File: src/rtl/rf_wr_arbiter_pkg.sv
// rf_wr_arbiter_pkg: shared register-file widths and write-back grant sources
package rf_wr_arbiter_pkg;
    localparam int rf_data_width = 32;
    localparam int rf_sel_width = 5;
    typedef enum logic [1:0] {grant_none, grant_core, grant_fifo, grant_apu} grant_e;
endpackage

File: src/rtl/rf_wr_fifo.sv
// rf_wr_fifo: circular write-back buffer exposing per-entry valid/sel for hazard lookup
module rf_wr_fifo #(
    parameter int depth = 4,
    parameter int data_width = 32,
    parameter int sel_width = 5,
    localparam int pw = $clog2(depth),
    localparam int cw = pw + 1
) (
    input  logic                               clk,
    input  logic                               rst,
    input  logic                               push,
    input  logic [sel_width-1:0]               push_sel,
    input  logic [data_width-1:0]              push_data,
    input  logic                               pop,
    output logic [sel_width-1:0]               head_sel,
    output logic [data_width-1:0]              head_data,
    output logic                               full,
    output logic                               empty,
    output logic [cw-1:0]                      count,
    output logic [depth-1:0]                   entry_valid,
    output logic [depth-1:0][sel_width-1:0]    entry_sel
);
    logic [pw-1:0] rd_ptr, wr_ptr;
    logic [sel_width-1:0] mem_sel [depth];
    logic [data_width-1:0] mem_data [depth];
    logic do_push, do_pop;

    assign full = count == cw'(depth);
    assign empty = count == '0;
    assign do_pop = pop && !empty;
    assign do_push = push && (!full || do_pop);
    assign head_sel = mem_sel[rd_ptr];
    assign head_data = mem_data[rd_ptr];

    // pointers wrap naturally because depth is a power of two
    always_ff @(posedge clk or negedge rst) begin
        if (!rst) begin
            rd_ptr <= '0;
            wr_ptr <= '0;
            count <= '0;
        end else begin
            if (do_push) wr_ptr <= wr_ptr + 1'b1;
            if (do_pop) rd_ptr <= rd_ptr + 1'b1;
            count <= count + cw'(do_push) - cw'(do_pop);
        end
    end

    // storage needs no reset; validity comes from the pointers and count
    always_ff @(posedge clk) begin
        if (do_push) begin
            mem_sel[wr_ptr] <= push_sel;
            mem_data[wr_ptr] <= push_data;
        end
    end

    for (genvar g = 0; g < depth; g++) begin : g_entry
        logic [pw-1:0] off;
        assign off = pw'(g) - rd_ptr;
        assign entry_valid[g] = cw'(off) < count;
        assign entry_sel[g] = mem_sel[g];
    end
endmodule

File: src/rtl/rf_wr_arbiter.sv
// rf_wr_arbiter: core-priority write-back arbiter with in-order APU buffer and RAW lookup
module rf_wr_arbiter
    import rf_wr_arbiter_pkg::*;
#(
    parameter int data_width = rf_data_width,
    parameter int reg_sel_width = rf_sel_width,
    parameter int apu_fifo_depth = 4,
    localparam int cw = $clog2(apu_fifo_depth) + 1
) (
    input  logic                     clk,
    input  logic                     rst,
    input  logic                     core_wr_req,
    input  logic [reg_sel_width-1:0] core_wr_sel,
    input  logic [data_width-1:0]    core_wr_data,
    input  logic                     apu_wr_req,
    input  logic [reg_sel_width-1:0] apu_wr_sel,
    input  logic [data_width-1:0]    apu_wr_data,
    output logic                     apu_wr_stall,
    output logic                     overflow,
    input  logic [reg_sel_width-1:0] query_sel,
    output logic                     query_pending,
    output logic                     rf_wr_req,
    output logic [reg_sel_width-1:0] rf_wr_sel,
    output logic [data_width-1:0]    rf_wr_data
);
    logic core_v, apu_v, push, pop, fifo_full, fifo_empty, out_apu, hit;
    logic [reg_sel_width-1:0] head_sel, win_sel;
    logic [data_width-1:0] head_data, win_data;
    logic [cw-1:0] count;
    logic [apu_fifo_depth-1:0] entry_valid;
    logic [apu_fifo_depth-1:0][reg_sel_width-1:0] entry_sel;
    grant_e grant;

    assign core_v = core_wr_req && core_wr_sel != '0;
    assign apu_v = apu_wr_req && apu_wr_sel != '0;
    assign pop = grant == grant_fifo;
    assign push = apu_v && grant != grant_apu;
    assign win_sel = grant == grant_core ? core_wr_sel : grant == grant_fifo ? head_sel : apu_wr_sel;
    assign win_data = grant == grant_core ? core_wr_data : grant == grant_fifo ? head_data : apu_wr_data;
    assign apu_wr_stall = count >= cw'(apu_fifo_depth - 1);

    rf_wr_fifo #(
        .depth(apu_fifo_depth),
        .data_width(data_width),
        .sel_width(reg_sel_width)
    ) u_fifo (
        .clk(clk),
        .rst(rst),
        .push(push),
        .push_sel(apu_wr_sel),
        .push_data(apu_wr_data),
        .pop(pop),
        .head_sel(head_sel),
        .head_data(head_data),
        .full(fifo_full),
        .empty(fifo_empty),
        .count(count),
        .entry_valid(entry_valid),
        .entry_sel(entry_sel)
    );

    // core first, then oldest buffered APU write, then a direct APU bypass
    always_comb begin
        grant = core_v ? grant_core : !fifo_empty ? grant_fifo : apu_v ? grant_apu : grant_none;
    end

    // output register remembers whether the presented write came from the APU
    always_ff @(posedge clk or negedge rst) begin
        if (!rst) begin
            rf_wr_req <= 1'b0;
            rf_wr_sel <= '0;
            rf_wr_data <= '0;
            out_apu <= 1'b0;
            overflow <= 1'b0;
        end else begin
            rf_wr_req <= grant != grant_none;
            out_apu <= grant == grant_fifo || grant == grant_apu;
            if (grant != grant_none) begin
                rf_wr_sel <= win_sel;
                rf_wr_data <= win_data;
            end
            overflow <= overflow || (push && fifo_full && !pop);
        end
    end

    // any buffered or presented APU write to the queried register is a hazard
    always_comb begin
        hit = 1'b0;
        for (int i = 0; i < apu_fifo_depth; i++) hit = hit || (entry_valid[i] && entry_sel[i] == query_sel);
        query_pending = query_sel != '0 && (hit || (rf_wr_req && out_apu && rf_wr_sel == query_sel));
    end
endmodule

File: config.mk
export PLATFORM = sky130hd
export DESIGN_NAME = rf_wr_arbiter
export DESIGN_NICKNAME = d
export VERILOG_FILES = /design/src/rtl/rf_wr_arbiter_pkg.sv /design/src/rtl/rf_wr_fifo.sv /design/src/rtl/rf_wr_arbiter.sv
export SDC_FILE = /design/constraint.sdc
export NUM_CORES = 1
export LEC_CHECK = 0
export CORE_ASPECT_RATIO = 0.6
export CORE_MARGIN = 4
export CORE_UTILIZATION = 58
export DETAILED_ROUTE_END_ITERATION = 10
export GPL_ROUTABILITY_DRIVEN = 0
export HOLD_SLACK_MARGIN = 0.1
export PLACE_DENSITY_LB_ADDON = 0.08
export SLEW_MARGIN = 5
export SYNTH_ARGS = -nofsm -noshare
export SYNTH_HDL_FRONTEND = slang
export SYNTH_SLANG_ARGS = --single-unit
export TNS_END_PERCENT = 50
File: constraint.sdc
create_clock -name clk -period 3.8 [get_ports clk]
set_input_delay 0.38 -clock clk [delete_from_list [all_inputs] [get_ports clk]]
set_output_delay 0.38 -clock clk [all_outputs]
set_load 0.02 [all_outputs]
==> results of run 1 <==
-- registers in the layout, summed over array words and instances, names as in the netlist --
register         count
u_fifo.mem_data    128
rf_wr_data          32
u_fifo.mem_sel      20
rf_wr_sel            5
u_fifo.count         3
u_fifo.rd_ptr        2
u_fifo.wr_ptr        2
out_apu              1
overflow             1
rf_wr_req            1
-- worst max-delay path: stages, from the launching register on --
cell and delay, ns:
dfrtp_2 0.52, xnor2_1 0.25, ha_1 0.26, a21oi_1 0.22, o2111ai_1 0.15, nor3_1 0.16, o22a_1 0.17, clkdlybuf4s50_1 0.60
-- cell usage after synthesis, drive strengths merged (15+ instances only) --
cell type,instances
edfxtp,148
dfrtp,47
nor3,38
xnor2,15
buf,22
mux4,37
nor2,39
o21ai,40
clkbuf,17
o221a,35
xor2,16
-- power breakdown --
group	leakage [nW]	switching [mW]	total, mW	internal [mW]
sequential	1.88	0.304	3.15	2.85
clock	0.289	0.878	1.77	0.889
combinational	1.40	1.42	2.70	1.29
-- final timing paths --
check                      cells after the start             start                to  slack (ns)
min reg2reg                                    1          overflow          overflow        0.51
max reg2reg                                    5  u_fifo.rd_ptr[0]    rf_wr_data[28]        1.46
max                                            7  u_fifo.rd_ptr[0]     query_pending        0.64
max in group asynchronous                      3               rst  u_fifo.rd_ptr[1]        2.72
min                                            1          overflow          overflow        0.51
min in group asynchronous                      3               rst    rf_wr_data[14]        0.60
-- layout by cell type, fill, tap and decap left out, types with 4 or more instances in the layout --
cell,count
dfrtp_1,45
mux4_2,37
o221a_2,15
inv_1,11
clkdlybuf4s50_1,122
o21ai_0,26
nor2_1,39
o221a_1,20
ha_1,11
inv_6,4
buf_12,4
clkbuf_16,17
nor3_1,37
and2_2,4
xnor2_1,15
inv_8,4
clkinv_8,4
nand2_1,6
edfxtp_1,148
a21oi_1,5
xor2_1,16
o21ai_1,12
buf_4,14
-- layer usage --
layer / part of all wire [%] / wire length (um) / vias to the layer above / track usage [%]
met5: 0 / 0 / - / 0
met3: 8.0 / 1611 / 22 / 5.680
met2: 47 / 9511 / 232 / 40.25
met4: 1.6 / 317 / 0 / 7.861
met1: 43 / 8685 / 2608 / 37.58
li1: - / - / 2271 / -
-- through the flow --
step | hold slack (ns) | std cells | util [%] | total power, mW
detailed placement | 0.4967 | 810 | 70.95 | 5.900
floorplan | 0.08441 | 516 | - | 4.835
global placement | 0.4592 | 810 | 70.95 | 5.818
global route | 0.5299 | 843 | 75.30 | 8.035
CTS | 0.5155 | 843 | 75.30 | 7.680
finish | 0.5131 | 843 | 75.30 | 7.625
-- kinds of logic after synthesis --
| group | after synthesis | synth area share [%] |
|---|---|---|
| buffers and inverters | 50 | 2.810 |
| muxes | 38 | 10.19 |
| DFF | 195 | 67.49 |
| adders and majority gates | 12 | 1.893 |
| xor gates and xnor gates | 31 | 3.260 |
| AOI/OAI and AO/OA | 90 | 8.654 |
| and+or+nand+nor | 100 | 5.709 |
-- layout make-up --
class	instances	share of cell area (%)
tap	192	2.307
sequential	195	53.99
timing repair buffer	142	13.65
clock buffer	18	4.121
multi-input combinational	271	23.98
inverter	11	0.3964
clock inverter	14	1.562
==> metrics.md, run 1 <==
| Metric | Value |
|---|---|
| Post-Syn Area | `roughly 8300 um^2` |
| Synth Warn # | `0` |
| Worst Skew | `0.01483 ns` |
| WP data arrival | `2.78 ns` |
| Number of gates resized after cts | `0` |
| Worst-margin pin slew | `0.8838 ns` |
| Post-Synthesis Cells | `516` |
| Post-synth ARST share | `about a quarter` |
| Sink Count | `between 150 and 200` |
| Final worst-path cycle share | `a little over four fifths` |
| Average cell area after synthesis | `roughly 16 um^2` |
| Setup Crit Path Kind | `reg2out` |
| Worst setup margin | `approximately 0.64 ns` |
| CTS Buffer Depth | `2` |
| HPWL after DPL | `13170 um` |
| CP Max Fanout | `9` |
| Ant. Diodes | `0` |
| Final Critical Period | `about 3.2 ns` |
| WP data required | `3.42 ns` |
| Netlist cell types | `41` |
| Yosys top cell area share | `53.37%` |
| First-pass GRT wire length | `31560 um` |
| Register area | `5623 um^2` |
| Power Density | `between 700 and 800 nW/um^2` |
| Finished Cell Area | `10420 um^2` |
| # rows | `33` |
| Number of flops mapped to enable cells by yosys | `around 150` |
| CTS tree | `yes` |
| Initial Util | `between 60% and 70%` |
| Initial DRC count | `580` |
| Total wire length | `20130 um` |
| Routed WL per cell | `23.87 um` |
| GRT Total Usage | `25.90%` |
| Fill cells | `861` |
| Placed cell areas | `9813 um^2` |
| Drt pass-1 iters | `5` |
| Hold_buf cts | `1` |
| Layout cells sized above 1 | `18.13%` |
| Core footprint | `between 10000 and 15000 um^2` |
| Overflow after GRT | `0` |
| F_max | `316.3 MHz` |
| Max-cap violations | `0` |
| Port bufs | `123` |
| Die ar. | `16400 um^2` |
| Maximum VDD drop | `389.3 uV` |
| Ys flop type | `edfxtp_1` |
| Clock transition at the registers of the reported paths | `0.08 ns` |
| Initial antenna violation count | `0` |
| Max-slew violations | `0` |
| Worst setup SP type | `flip-flop` |
| DR DRC count | `0` |
| H-tree Lvls | `4` |
| Fin nets | `733` |
| Worst setup EP type | `primary output` |
| Root buf cell | `clkbuf_16` |
| Number of global-route vias before repair | `5483` |
| Via count | `5133` |
| CTS buffer count | `17` |
| Largest net degree at the start of global routing | `48` |
| Chip height | `100.8 um` |
| Area contributors post-synth | `edfxtp_1 53%, dfrtp_1 14%, mux4_2 10%` |
| Leakage | `~3.6 nW` |
| Area Overhead vs Synth | `25.06%` |
| Hold Crit Class | `reg2reg` |
| RSZ-0062 raised after global routing | `false` |
| Yosys reg bits | `195` |
| Worst-Skew Late Latency | `0.44 ns` |
| Final Hold Vio Count | `0` |
| Multi-input logic area | `2497 um^2` |
| Register area share after synthesis | `67.49%` |
| Die width | `~160 um` |
| Status | `completed` |
| # Post-CTS Setup Buffers | `0` |
| I/O pin count | `124` |
| Post-Place Setup Slack | `0.6919 ns` |
| Vias per cell | `about 6.1` |
| Antenna Nets Post-Route | `0` |
| Syn Nets | `611` |
| Final setup TNS | `0 ns` |
| Final setup violation count | `0` |
| Area leader, netlist | `edfxtp_1` |
| Max_slew headroom | `41.08%` |
(Power assumes the default switching activity.)
==> inputs of run 2 (changes only) <==
--- a/config.mk
+++ b/config.mk
@@ -7,7 +7,7 @@
 export LEC_CHECK = 0
 export CORE_ASPECT_RATIO = 0.6
 export CORE_MARGIN = 4
-export CORE_UTILIZATION = 58
+export CORE_UTILIZATION = 54
 export DETAILED_ROUTE_END_ITERATION = 10
 export GPL_ROUTABILITY_DRIVEN = 0
 export HOLD_SLACK_MARGIN = 0.1
==> constraint.sdc (replaced) <==
create_clock -name clk -period 3.2 [get_ports clk]
set_input_delay 0.32 -clock clk [delete_from_list [all_inputs] [get_ports clk]]
set_output_delay 0.32 -clock clk [all_outputs]
set_load 0.02 [all_outputs]
==> metrics.md, run 2 (synthesis results as in run 1) <==
| Metric | Value |
|---|---|
| Status | `completed (unchanged)` |
| Largest net degree at the start of global routing | `40 (was 48)` |
| Total wire length | `20410 um (was 20130 um)` |
| Most frequent cells in the layout | `148 x edfxtp_1, 121 x clkdlybuf4s50_1, 45 x dfrtp_1, 39 x nor2_1 (was 148 x edfxtp_1, 122 x clkdlybuf4s50_1, 45 x dfrtp_1, 39 x nor2_1)` |
| CTS buffer count | `17 (unchanged)` |
| CP peak stage delay | `0.59 ns (was 0.60 ns)` |
| Drt pass-1 iters | `5 (unchanged)` |
| Psw | `3.064 mW (was 2.599 mW)` |
| Root buf cell | `clkbuf_16 (unchanged)` |
| Clock group share of total power | `23.2% (about the same)` |
| Fill cells | `960 (was 861)` |
| CP max-delay cell | `dfrtp_4 (was clkdlybuf4s50_1)` |
| Max-slew violations | `0 (unchanged)` |
| Clock transition at the registers of the reported paths | `0.08 ns (about the same)` |
| Initial Util | `56.25% (was 60.21%)` |
| I/O pin count | `124 (unchanged)` |
| Reg2Reg Setup Slack | `1.01 ns (was 1.46 ns)` |
| Leakage | `3.601 nW (was 3.569 nW)` |
| CTS Buffer Depth | `2 (unchanged)` |
| Internal Power | `6.060 mW (was 5.026 mW)` |
| Final Critical Period | `between 2 and 3 ns` |
| Initial DRC count | `533 (was 580)` |
| Ant. Diodes | `0 (unchanged)` |
| Reg power frac | `41.0% (was 41.4%)` |
| Worst-Skew Late Latency | `0.42 ns (was 0.44 ns)` |
| Overflow after GRT | `0 (unchanged)` |
| RR Endpoint | `rf_wr_sel[4] (was rf_wr_data[28])` |
| # rows | `34 (was 33)` |
| Core footprint | `14800 um^2 (was 13830 um^2)` |
| Power Density | `873.1 nW/um^2 (was 732.1 nW/um^2)` |
| H-tree Lvls | `4 (unchanged)` |
| WP data required | `2.88 ns (was 3.42 ns)` |
| WP data arrival | `2.45 ns (was 2.78 ns)` |
| Sw Share | `33.58% (was 34.08%)` |
| Final Hold Vio Count | `0 (unchanged)` |
| Vias per cell | `6.070 (was 6.089)` |
| HPWL after DPL | `13930 um (was 13170 um)` |
| Placed Instances | `819 (was 810)` |
| Commonest non-fill, non-tap cell in the layout | `edfxtp_1 (unchanged)` |
| Max_slew headroom | `42.33% (was 41.08%)` |
| DR DRC count | `0 (unchanged)` |
| Port bufs | `123 (unchanged)` |
| Die width | `168.3 um (was 162.7 um)` |
| CP Max Fanout | `12 (was 9)` |
| Worst setup SP type | `flip-flop (unchanged)` |
| Area Overhead vs Synth | `25.48% (was 25.06%)` |
| Die ar. | `17540 um^2 (was 16400 um^2)` |
| Layout cells sized above 1 | `18.50% (was 18.13%)` |
| Routed WL per cell | `23.95 um (was 23.87 um)` |
| Initial antenna violation count | `1 (was 0)` |
| CTS tree | `yes (unchanged)` |
| Buf/Inv on CP | `1 (unchanged)` |
| Final hold slack | `0.4372 ns (was 0.5131 ns)` |
| Worst setup EP type | `primary output (unchanged)` |
| Reg2reg path depth | `4 (was 5)` |
| Setup Crit Path Kind | `reg2out (unchanged)` |
| Via count | `5172 (was 5133)` |
| GRT Total Usage | `24.10% (was 25.90%)` |
| Worst-margin pin slew | `0.8650 ns (was 0.8838 ns)` |
| Antenna Nets Post-Route | `0 (unchanged)` |
| Fin nets | `736 (was 733)` |
| Chip height | `104.2 um (was 100.8 um)` |
| CP Cell Sequence | `xnor2_1, ha_1, a21oi_1, o2111ai_1, nor3_1, o22a_1, dlymetal6s2s_1 (was xnor2_1, ha_1, a21oi_1, o2111ai_1, nor3_1, o22a_1, clkdlybuf4s50_1)` |
| Max-cap violations | `0 (unchanged)` |
| F_max | `around 360 MHz` |
| Maximum VDD drop | `504.2 uV (was 389.3 uV)` |
| First-pass GRT wire length | `32320 um (was 31560 um)` |
| Sink Count | `195 (unchanged)` |
| RSZ-0062 raised after global routing | `false (unchanged)` |
| Non-Filler Instances | `852 (was 843)` |
| Most flop-heavy register | `u_fifo.mem_data (unchanged)` |
| Worst Skew | `0.02410 ns (was 0.01483 ns)` |
| Largest register FFs | `128 (unchanged)` |
| Number of global-route vias before repair | `5439 (was 5483)` |
| Final setup TNS | `0 ns (unchanged)` |
| Largest registers | `u_fifo.mem_data (128), rf_wr_data (32), u_fifo.mem_sel (20) (unchanged)` |
| Hold Crit Class | `in2async (was reg2reg)` |
| Worst r2r src | `u_fifo.count[0] (was u_fifo.rd_ptr[0])` |
| Final worst-path cycle share | `86.50%` |
| Final setup violation count | `0 (unchanged)` |
| Cell family with most CP delay | `flip-flops (was buffers and inverters)` |
| Power share of the combinational group | `35.8% (was 35.5%)` |
| # Post-CTS Setup Buffers | `0 (unchanged)` |
-- run 2: worst register-to-register path, cell delays in order (launching register included) --
cell and delay (ns):
dfrtp_1 0.45, or3_2 0.90, nor3_1 0.30, o21ai_0 0.22, o221a_2 0.21
-- run 2: what timing repair did --
item / in CTS / in global routing
resized for setup: 0 / 2
hold endpoints to repair: 22 / 0
setup endpoints to repair: 0 / 1
hold buffers: 1 / 0
-- run 2: layout make-up --
cell class	count	area (um^2)	area share, %
Sequential cell	195	5625	53.83
Clock inverter	14	162.7	1.557
Timing Repair Buffer	145	1446	13.84
Clock buffer	18	429.2	4.107
Multi-Input combinational cell	271	2497	23.90
Tap cell	198	247.7	2.371
Inverter	11	41.29	0.3951
-- run 2: how the worst max path moves through the flow --
stage | start | to | cells past startpoint
final | u_fifo.rd_ptr[0] | query_pending | 7
after global routing | u_fifo.rd_ptr[0] | query_pending | 7
after detailed placement | core_wr_sel[1] | u_fifo.count[2] | 9
after CTS | u_fifo.rd_ptr[0] | query_pending | 7
after global placement | core_wr_sel[1] | u_fifo.count[1] | 9
after floorplan | core_wr_sel[1] | u_fifo.mem_data[0][0] | 5
-- run 2: stage by stage --
stage               util [%]  setup slack, ns  power [mW]  cell area [um^2]
global route           70.59           0.2977       9.587             10450
finish                 70.59           0.4320       9.124             10450
detailed placement     66.49           0.1976       7.062              9843
CTS                    70.55          0.04342       9.187             10450
floorplan                  -           0.3760       5.741              8328
global placement       66.49           0.2666       6.962              9843
-- run 2: power by group through the flow --
stage	sequential (mW)	clock, mW	combinational [mW]
after floorplan	3.89	0	1.85
after global placement	3.74	0	3.22
after detailed placement	3.78	0	3.28
after CTS	3.74	2.15	3.30
after global routing	3.80	2.26	3.53
final	3.74	2.12	3.27
-- run 2: routing by layer --
metal	share of wire, %	up-vias	routed length [um]	track usage (%)
met5	0.064	-	13	0
met4	0.92	2	188	5.153
met3	7.9	17	1609	6.570
met2	45	219	9236	35.42
met1	46	2660	9357	36.47
li1	-	2274	-	-
==> inputs of run 3 (changes only) <==
==> constraint.sdc (replaced) <==
create_clock -name clk -period 3 [get_ports clk]
set_input_delay 0.3 -clock clk [delete_from_list [all_inputs] [get_ports clk]]
set_output_delay 0.3 -clock clk [all_outputs]
set_load 0.02 [all_outputs]
==> metrics.md, run 3 (synthesis results as in run 1) <==
| Metric | Value |
|---|---|
| Status | `completed (unchanged)` |
| Most frequent cells in the layout | `148 x edfxtp_1, 121 x clkdlybuf4s50_1, 45 x dfrtp_1, 39 x nor2_1 (unchanged)` |
| Buf/Inv on CP | `1 (unchanged)` |
| Max-cap violations | `0 (unchanged)` |
| Fill cells | `990 (was 960)` |
| Worst setup SP type | `flip-flop (unchanged)` |
| GRT Total Usage | `23.69% (was 24.10%)` |
| Initial Util | `56.25% (unchanged)` |
| Most flop-heavy register | `u_fifo.mem_data (unchanged)` |
| Port bufs | `123 (unchanged)` |
| Maximum VDD drop | `503.1 uV (was 504.2 uV)` |
| Power Total | `9.731 mW (was 9.124 mW)` |
| Initial antenna violation count | `1 (unchanged)` |
| Die ar. | `17540 um^2 (unchanged)` |
| CP max-delay cell | `dfrtp_2 (was dfrtp_4)` |
| Largest register FFs | `128 (unchanged)` |
| RSZ-0062 raised after global routing | `false (unchanged)` |
| Final worst-path cycle share | `between 90% and 100%` |
| Fin nets | `737 (was 736)` |
| Worst-Skew Late Latency | `0.42 ns (about the same)` |
| Number of global-route vias before repair | `5456 (was 5439)` |
| Max-slew violations | `0 (unchanged)` |
| CTS Buffer Depth | `2 (unchanged)` |
| CP Cell Sequence | `xnor2_1, ha_1, a21oi_1, o2111ai_1, nor3_1, o22a_1, dlygate4sd2_1 (was xnor2_1, ha_1, a21oi_1, o2111ai_1, nor3_1, o22a_1, dlymetal6s2s_1)` |
| Sink Count | `195 (unchanged)` |
| CP Max Fanout | `5 (was 12)` |
| Worst r2r src | `u_fifo.rd_ptr[0] (was u_fifo.count[0])` |
| Cell family with most CP delay | `compound AO/OA/AOI/OAI gates (was flip-flops)` |
| Multi-input logic area | `2497 um^2 (unchanged)` |
| HPWL after DPL | `13120 um (was 13930 um)` |
| Power Density | `929.0 nW/um^2 (was 873.1 nW/um^2)` |
| Largest registers | `u_fifo.mem_data (128), rf_wr_data (32), u_fifo.mem_sel (20) (unchanged)` |
| First-pass GRT wire length | `31730 um (was 32320 um)` |
| Initial DRC count | `576 (was 533)` |
| Vias per cell | `6.061 (was 6.070)` |
| Core footprint | `14800 um^2 (unchanged)` |
| Clock transition at the registers of the reported paths | `0.08 ns (about the same)` |
| Total wire length | `20080 um (was 20410 um)` |
| Largest net degree at the start of global routing | `40 (unchanged)` |
| CP endpoint | `query_pending (unchanged)` |
| DR DRC count | `0 (unchanged)` |
| Final hold slack | `0.3551 ns (was 0.4372 ns)` |
| Worst setup EP type | `primary output (unchanged)` |
| Critical Path Stages | `7 (unchanged)` |
| Non-Filler Instances | `854 (was 852)` |
| Via count | `5176 (was 5172)` |
| F_max | `353.1 MHz` |
| Overflow after GRT | `0 (unchanged)` |
| Drt pass-1 iters | `5 (unchanged)` |
| Placed Instances | `820 (was 819)` |
| Root buf cell | `clkbuf_16 (unchanged)` |
| Final setup violation count | `0 (unchanged)` |
| # rows | `34 (unchanged)` |
| Leakage | `3.593 nW (was 3.601 nW)` |
| Area Overhead vs Synth | `25.78% (was 25.48%)` |
| I/O pin count | `124 (unchanged)` |
| WP data required | `2.70 ns (was 2.88 ns)` |
| Post-Place Setup Slack | `0.02330 ns (was 0.1976 ns)` |
| Antenna Nets Post-Route | `0 (unchanged)` |
| Routed WL per cell | `23.51 um (was 23.95 um)` |
| Final Critical Period | `2.832 ns` |
| WP data arrival | `2.53 ns (was 2.45 ns)` |
| Chip height | `104.2 um (unchanged)` |
| Commonest non-fill, non-tap cell in the layout | `edfxtp_1 (unchanged)` |
| CTS buffer count | `17 (unchanged)` |
| Register area | `5623 um^2 (was 5625 um^2)` |
| # Post-CTS Setup Buffers | `0 (unchanged)` |
| Max_slew headroom | `38.63% (was 42.33%)` |
| Worst setup margin | `0.1683 ns (was 0.4320 ns)` |
| CP peak stage delay | `0.46 ns (was 0.59 ns)` |
| Layout cells sized above 1 | `18.78% (was 18.50%)` |
| Die width | `168.3 um (unchanged)` |
| Reg2reg path depth | `6 (was 4)` |
| Hold Crit Class | `in2async (unchanged)` |
| RR Endpoint | `rf_wr_data[8] (was rf_wr_sel[4])` |
| CTS tree | `yes (unchanged)` |
| Setup Crit Path Kind | `reg2out (unchanged)` |
| Final setup TNS | `0 ns (unchanged)` |
| Final Hold Vio Count | `0 (unchanged)` |
| Worst-margin pin slew | `0.9206 ns (was 0.8650 ns)` |
| Reg2Reg Setup Slack | `0.53 ns (was 1.01 ns)` |
| Worst Skew | `0.01406 ns (was 0.02410 ns)` |
| Critical Path Start | `u_fifo.rd_ptr[1] (was u_fifo.rd_ptr[0])` |
| H-tree Lvls | `4 (unchanged)` |
## run 3: cell types whose count changed in the layout (fill, tap and decap cells not counted), sizes merged
cell | before | now
buf | 22 | 23
clkbuf | 18 | 17
clkinv | 4 | 8
clkinvlp | 1 | 3
diode | 0 | 1
dlygate4sd2 | 0 | 1
dlymetal6s2s | 1 | 0
inv | 19 | 14
## run 3: power by group
| part | leakage, nW | internal, mW | switching [mW] |
|---|---|---|---|
| registers | 1.88 | 3.61 | 0.332 |
| clock network | 0.283 | 1.19 | 1.07 |
| logic | 1.43 | 1.66 | 1.87 |
## run 3: worst min path at each step
stage	start	end	slack (ns)	cells after the start
detailed placement	rst	rf_wr_data[15]	0.28	1
global route	rst	rf_wr_data[15]	0.38	2
floorplan	rst	out_apu	0.004	0
global placement	rst	rf_wr_data[15]	0.27	1
finish	rst	rf_wr_data[12]	0.36	2
CTS	rst	rf_wr_data[9]	0.36	2
## run 3: routing by layer
metal	vias to the layer above	track usage (%)	part of all wire, %
met5	-	0	0
met4	0	5.675	0.96
met3	15	5.849	7.5
met2	229	34.71	45
met1	2653	36.12	47
li1	2279	-	-
## run 3: repair_timing
action	in CTS	in global routing
gates resized for setup	1	0
hold endpoints to repair	16	0
endpoints found under the setup margin	1	0
hold buffers	1	0
## run 3: metrics by stage
| step | util [%] | cell area (um^2) |
|---|---|---|
| 6_report | 70.76 | 10480 |
| 2_1_floorplan | - | 8328 |
| 4_1_cts | 70.74 | 10470 |
| 3_3_place_gp | 66.62 | 9863 |
| 5_1_grt | 70.76 | 10480 |
| 3_5_place_dp | 66.62 | 9863 |
## run 3: final cells by class
| type | count | share of cell area, % |
|---|---|---|
| repair buffers | 146 | 13.96 |
| well taps | 198 | 2.365 |
| clock inverters | 15 | 1.672 |
| multi-input cells | 271 | 23.84 |
| diodes | 1 | 0.02389 |
| clock buffers | 17 | 4.061 |
| flip-flops and latches | 195 | 53.68 |
| inverters | 11 | 0.3942 |
## run 3: worst register-to-register path, stage by stage, from the launching register on
cell     delay (ns)
dfrtp_2        0.37
buf_4          0.34
buf_4          0.49
mux4_2         0.59
nor2_1         0.24
o21ai_0        0.18
o221a_2        0.16
